==> src/rtl/uart_tx_arbiter.sv <==
// uart_tx_arbiter
//   Round-robin arbiter that shares one uart_tx serializer between NUM_REQ
//   byte producers. It captures one byte from the winning requester, launches
//   it with a single-cycle tx_dv pulse, follows the serializer through
//   tx_active / tx_done, and returns to arbitration once tx_done has dropped.
//
// Parameters
//   NUM_REQ  number of requesters (2..8)
//   IDX_W    width of grant index / priority pointer (2**IDX_W >= NUM_REQ)
//
// Ports
//   clk        system clock, rising edge
//   reset      synchronous active-high reset
//   req_valid  per-requester byte-available flags
//   req_byte   per-requester bytes, requester i on [8i+7:8i]
//   req_last   (UART_ARB_LOCK_EN only) last byte of a locked burst
//   req_ready  one-hot capture pulse
//   grant      one-hot owner of the current transaction, zero when idle
//   tx_dv      launch pulse to uart_tx
//   tx_byte    byte to uart_tx, held from capture to end of transaction
//   tx_active  uart_tx busy indication
//   tx_done    uart_tx completion indication (may last 2 cycles)
//   busy       high whenever the arbiter is not arbitrating
//
// Optional build macro
//   UART_ARB_LOCK_EN  adds req_last; a byte captured with req_last=0 locks the
//                     arbiter to that requester until a byte with req_last=1.
module uart_tx_arbiter #(
   parameter int unsigned NUM_REQ = 4,
   parameter int unsigned IDX_W   = 3
) (
   input  logic                   clk,
   input  logic                   reset,
   input  logic [NUM_REQ-1:0]     req_valid,
   input  logic [8*NUM_REQ-1:0]   req_byte,
`ifdef UART_ARB_LOCK_EN
   input  logic [NUM_REQ-1:0]     req_last,
`endif
   output logic [NUM_REQ-1:0]     req_ready,
   output logic [NUM_REQ-1:0]     grant,
   output logic                   tx_dv,
   output logic [7:0]             tx_byte,
   input  logic                   tx_active,
   input  logic                   tx_done,
   output logic                   busy
);

   typedef enum logic [2:0] {ARB, LAUNCH, WAIT_ACT, WAIT_DONE, WAIT_CLR} state_e;

   state_e               state_q, state_d;
   logic [IDX_W-1:0]     ptr_q, ptr_d;
   logic [NUM_REQ-1:0]   grant_q, grant_d;
   logic [7:0]           byte_q, byte_d;
   logic [1:0]           wait_q, wait_d;

   logic [NUM_REQ-1:0]   eligible;
   logic [2*NUM_REQ-1:0] rot;
   logic                 found;
   int unsigned          off;
   int unsigned          sum;
   logic [IDX_W-1:0]     win_next;
   logic [NUM_REQ-1:0]   win_oh;
   logic [7:0]           win_byte;

`ifdef UART_ARB_LOCK_EN
   logic                 lock_q, lock_d;
   logic [IDX_W-1:0]     lock_idx_q, lock_idx_d;
   logic [NUM_REQ-1:0]   lock_mask;
   logic [IDX_W-1:0]     win_idx;
   logic                 win_last;
`endif

   // Round-robin pick: rotate the eligible vector so the pointer lands on bit 0,
   // take the first set bit, then map the offset back to a requester index.
   always_comb begin
      eligible = req_valid;
`ifdef UART_ARB_LOCK_EN
      lock_mask = '0;
      for (int unsigned k = 0; k < NUM_REQ; k++) begin
         lock_mask[k] = (lock_idx_q == IDX_W'(k));
      end
      if (lock_q) begin
         eligible = req_valid & lock_mask;
      end
`endif
      rot   = {eligible, eligible} >> ptr_q;
      found = 1'b0;
      off   = 0;
      for (int unsigned i = 0; i < NUM_REQ; i++) begin
         if (!found && rot[i]) begin
            found = 1'b1;
            off   = i;
         end
      end
      sum = 32'(ptr_q) + off;
      if (sum >= NUM_REQ) begin
         sum = sum - NUM_REQ;
      end
      win_next = (sum == NUM_REQ - 1) ? '0 : IDX_W'(sum + 1);
      win_oh   = '0;
      win_byte = '0;
      for (int unsigned k = 0; k < NUM_REQ; k++) begin
         if (found && sum == k) begin
            win_oh[k] = 1'b1;
            win_byte  = req_byte[8*k +: 8];
         end
      end
`ifdef UART_ARB_LOCK_EN
      win_idx  = IDX_W'(sum);
      win_last = |(req_last & win_oh);
`endif
   end

   // State and datapath registers
   always_ff @(posedge clk) begin
      if (reset) begin
         state_q <= ARB;
         ptr_q   <= '0;
         grant_q <= '0;
         byte_q  <= '0;
         wait_q  <= '0;
`ifdef UART_ARB_LOCK_EN
         lock_q     <= 1'b0;
         lock_idx_q <= '0;
`endif
      end else begin
         state_q <= state_d;
         ptr_q   <= ptr_d;
         grant_q <= grant_d;
         byte_q  <= byte_d;
         wait_q  <= wait_d;
`ifdef UART_ARB_LOCK_EN
         lock_q     <= lock_d;
         lock_idx_q <= lock_idx_d;
`endif
      end
   end

   // Next-state logic
   always_comb begin
      state_d = state_q;
      unique case (state_q)
         ARB:       if (found) state_d = LAUNCH;
         LAUNCH:    state_d = WAIT_ACT;
         // Launch counts as the first of four cycles; three silent waits re-launch.
         WAIT_ACT: begin
            if (tx_active)           state_d = WAIT_DONE;
            else if (wait_q == 2'd2) state_d = LAUNCH;
         end
         WAIT_DONE: if (tx_done)  state_d = WAIT_CLR;
         WAIT_CLR:  if (!tx_done) state_d = ARB;
         default:   state_d = ARB;
      endcase
   end

   // Datapath next values
   always_comb begin
      ptr_d   = ptr_q;
      grant_d = grant_q;
      byte_d  = byte_q;
      wait_d  = wait_q;
`ifdef UART_ARB_LOCK_EN
      lock_d     = lock_q;
      lock_idx_d = lock_idx_q;
`endif
      unique case (state_q)
         ARB: begin
            if (found) begin
               grant_d = win_oh;
               byte_d  = win_byte;
`ifdef UART_ARB_LOCK_EN
               // Pointer stays put while locked; release advances past the owner.
               if (win_last) begin
                  lock_d = 1'b0;
                  ptr_d  = win_next;
               end else begin
                  lock_d     = 1'b1;
                  lock_idx_d = win_idx;
               end
`else
               ptr_d = win_next;
`endif
            end
         end
         LAUNCH:   wait_d = '0;
         WAIT_ACT: if (!tx_active) wait_d = wait_q + 2'd1;
         WAIT_CLR: if (!tx_done) grant_d = '0;
         default:  ;
      endcase
   end

   // Outputs
   always_comb begin
      req_ready = (state_q == ARB) ? win_oh : '0;
      tx_dv     = (state_q == LAUNCH);
      busy      = (state_q != ARB);
      grant     = grant_q;
      tx_byte   = byte_q;
   end

endmodule
==> config.mk <==
export PLATFORM = sky130hd
export DESIGN_NAME = uart_tx_arbiter
export DESIGN_NICKNAME = d
export VERILOG_FILES = /design/src/rtl/uart_tx_arbiter.sv
export SDC_FILE = /design/constraint.sdc
export NUM_CORES = 1
export LEC_CHECK = 0
export CORE_ASPECT_RATIO = 0.5
export CORE_UTILIZATION = 42
export DETAILED_ROUTE_END_ITERATION = 7
export PLACE_DENSITY = 0.86
export SKIP_LAST_GASP = 1
export SLEW_MARGIN = 20
export SYNTH_ARGS = -nofsm -noshare
export SYNTH_HDL_FRONTEND = slang
export SYNTH_SLANG_ARGS = --single-unit
==> constraint.sdc <==
create_clock -name clk -period 4.1 [get_ports clk]
set_input_delay 0.82 -clock clk [delete_from_list [all_inputs] [get_ports clk]]
set_output_delay 0.82 -clock clk [all_outputs]
set_load 0.005 [all_outputs]
==> results.md <==
* Total of max-cap violations at 0
* VDD IR max at 0.000397 V
* Critical Path Fanout Max at 4
* EDFF count, synth at 0
* Gate Count Post-Synth at approximately 180
* Reg-to-Reg Start: ptr_q[0]
* Core Rows at 14
* Clock Skew at roughly 0.0070 ns
* Slowest cell delay on critical path at around 0.58 ns
* Initial drt markers at a little under 100
* # diodes at 0
* Final Setup Violations at 0
* Final WS setup at 0.0843 ns
* Syn Nets at roughly 230
* Area of the core at 3050 um2
* Slew @ Worst Pin at around 1.3 ns
* Placed inst area at between 2000 and 2500 um2
* IO Port Bufs at 57
* CTS tree: built
* Cell chain of the critical path: clkbuf_2 -> nor2b_4 -> a311oi_4 -> nand4_1 -> o31ai_4 -> inv_2 -> fa_2 -> buf_4 -> buf_4 -> ha_4 -> nand3_4 -> inv_2 -> dlygate4sd2_1
* Fin crit period at between 4 and 5 ns
* Post-detailed-route count of antenna-violating nets at 0
* Clock Sinks at 20
* Num ports at 58
* Post-synth top flop: dfxtp_1
* Num CTS Buffers at 3
* Crit path from: req_valid[2]
* Sw Pwr at 0.640 mW
* Setup CP Type: input pin to output pin
* Yosys cell types at 42
* First-pass DRT Iterations at 5
* GRT Overall Usage at approximately 28%
* DRC viols at 0
* Worst rel slew slack at 13.1%
* H-tree levels at 1
* Fin nets at 298
* Buf+Inv Stages, Crit Path at 6
* Initial antenna violation count at 0
* Cells after DPL at ~280
* Hold Path Class: register to register
* Sequential cell area fraction in the yosys report at roughly 30%
* CTS max path bufs at 2
* CP max-delay cell: fa_2
* Worst skew pair latency at around 0.26 ns
* Die area at approximately 3500 um2
* Sequential share of power at roughly 20%
* Root buffer cell: clkbuf_8
* Worst endpoint required time at about 3.3 ns
* Clock slew at reported path FFs at around 0.07 ns
* Setup WS pre-CTS at -0.472 ns
* CP delay by family, top: buffers and inverters
* Final instance area at about 2300 um2
* Pwr dens at 691 nW/um2
* Synth Warn # at 0
* Clk pwr share at 12.6%
* Syn Std Cell Area at 1370 um2
* Vias in the first global route at roughly 1,700
* Achievable Freq at roughly 0.25 GHz
* Layout Cells excl Fill at about 290
* P_leak at between 0.9 and 1 nW
* Period utilization at 97.9%
* Post-Route WL at roughly 5200 um
* Slew Limit Fails at 0
* Int Pwr at about 0.93 mW
* Crit. End Element: output pin
* Sw Share at about two fifths
* Synth async-reset ratio at 0%
* Hold Path Origin: tx_byte[4]
* Gr ovfl total at 0
* Vias per inst at around 6
* Post-Syn Area per Cell at 7.71 um2
* Final HPWL DP at about 3200 um
* Area grow syn2layout at 65.3%
* Starting Density at 45.0%
* Die X at ~83 um
* Via count at around 1,700
* WL per Instance at between 15 and 20 um
* CP Data Arrival Time at 3.20 ns
* Comb pwr share at 67.2%
* Gpl congestion at between 0.9 and 1
* Layout cells sized above 1 at 21.7%
* Largest net degree at the start of global routing at 21
* First-pass GRT wire length at approximately 7700 um
* RSZ-0062 raised after global routing: no
* Fin. Hold Viols at 0
* Die H at ~42 um
* Status: complete, no violations
* Synth Register Bits at 20
* CP startpoint kind: input pin
## what timing repair did
| action | in CTS | in global routing |
|---|---|---|
| hold buffers | 0 | 0 |
| setup buffers | 4 | 4 |
| gates resized for setup | 27 | 15 |
| setup endpoints to repair | 5 | 4 |
| pin swaps | 6 | 5 |
| endpoints found under the hold margin | 0 | 0 |
## cell type report
class	instances	area, um2
Sequential cell	20	400
Clock inverter	1	30.0
Timing Repair Buffer	81	736
Tap cell	40	50.0
Clock buffer	3	41.3
Inverter	15	56.3
Fill cell	192	779
Multi-Input combinational cell	129	955
## cells by family after synthesis
logic type               synth area share [%]
buffers and inverters                    9.12
flip-flops                               29.2
multiplexers                            0.820
adder cells (fa/ha/maj)                  7.84
AO/OA/AOI/OAI                            29.4
AND/OR/NAND/NOR                          23.0
XOR/XNOR                                0.638
## cells in the final DEF, fill, tap and decap left out, drive strengths merged, types with 2 or more instances in the layout
cell and count:
clkbuf 6, nor3b 2, buf 24, a21oi 21, nand3 13, nor3 6, o21ai 4, dfxtp 20
a211o 6, o221ai 5, clkdlybuf4s50 49, ha 7, nor2 11, inv 15, o211ai 2, a221o 2
nor2b 4, a311oi 4, or3 2, o31ai 2, nand2 16, a22oi 5, dlygate4sd2 4, a2111oi 2
## synth_stat cells, types with 2 or more instances
master,count,area [um2]
inv_1,15,56.3
nor3_1,6,30.0
a22oi_1,5,37.5
a311oi_1,4,35.0
nand2_1,16,60.1
o211ai_1,2,15.0
nor2_1,11,41.3
buf_2,4,20.0
nor3b_1,2,15.0
o21ai_0,4,20.0
a21oi_1,20,100
nand3_1,13,65.1
ha_1,7,87.6
a211o_1,6,52.6
dfxtp_1,20,400
nor2b_1,4,25.0
a221o_1,2,20.0
o31ai_1,2,15.0
clkbuf_1,8,30.0
o221ai_1,5,43.8
## power groups by stage
stage	clock [mW]	sequential [mW]	combinational (mW)
5_1_grt	0.206	0.327	1.13
3_5_place_dp	0	0.311	0.851
4_1_cts	0.198	0.312	0.916
3_3_place_gp	0	0.309	0.821
2_1_floorplan	0	0.298	0.495
6_report	0.197	0.318	1.05
## flip-flops by register name, summed over array words and instances (netlist names)
name	flops
state_q	3
ptr_q	3
tx_byte	8
wait_q	2
grant	4
## stage by stage
step / setup TNS [ns] / power (mW) / hold slack, ns / util [%]
2_1_floorplan: 0 / 0.792 / 0.453 / -
3_3_place_gp: -1.30 / 1.13 / 0.446 / 67.1
3_5_place_dp: -2.61 / 1.16 / 0.450 / 67.1
4_1_cts: -0.0714 / 1.43 / 0.465 / 71.6
5_1_grt: 0 / 1.66 / 0.489 / 74.4
6_report: 0 / 1.57 / 0.466 / 74.4
## metal layers
layer  global-route usage [%]  vias to the layer above  routed length [um]
met3                     5.91                       33                 318
met2                     49.7                       88                2490
met4                     12.1                        0                 322
met5                        0                        -                   0
met1                     32.5                      814                2110
li1                         -                      793                   -
## tightest hold or removal path, stage by stage (launching register included)
cell and delay, ns:
dfxtp_1 0.32, nand2_1 0.05, a21oi_1 0.05
## worst paths after layout
check                           depth (start not counted)  slack (ns)      endpoint
worst max-delay path                                   13        0.08  req_ready[1]
worst min-delay path                                    2        0.47    tx_byte[4]
worst max register to register                         15        0.40    tx_byte[1]
worst min register to register                          2        0.47    tx_byte[4]
No activity file was read; power rests on OpenSTA's default activity.
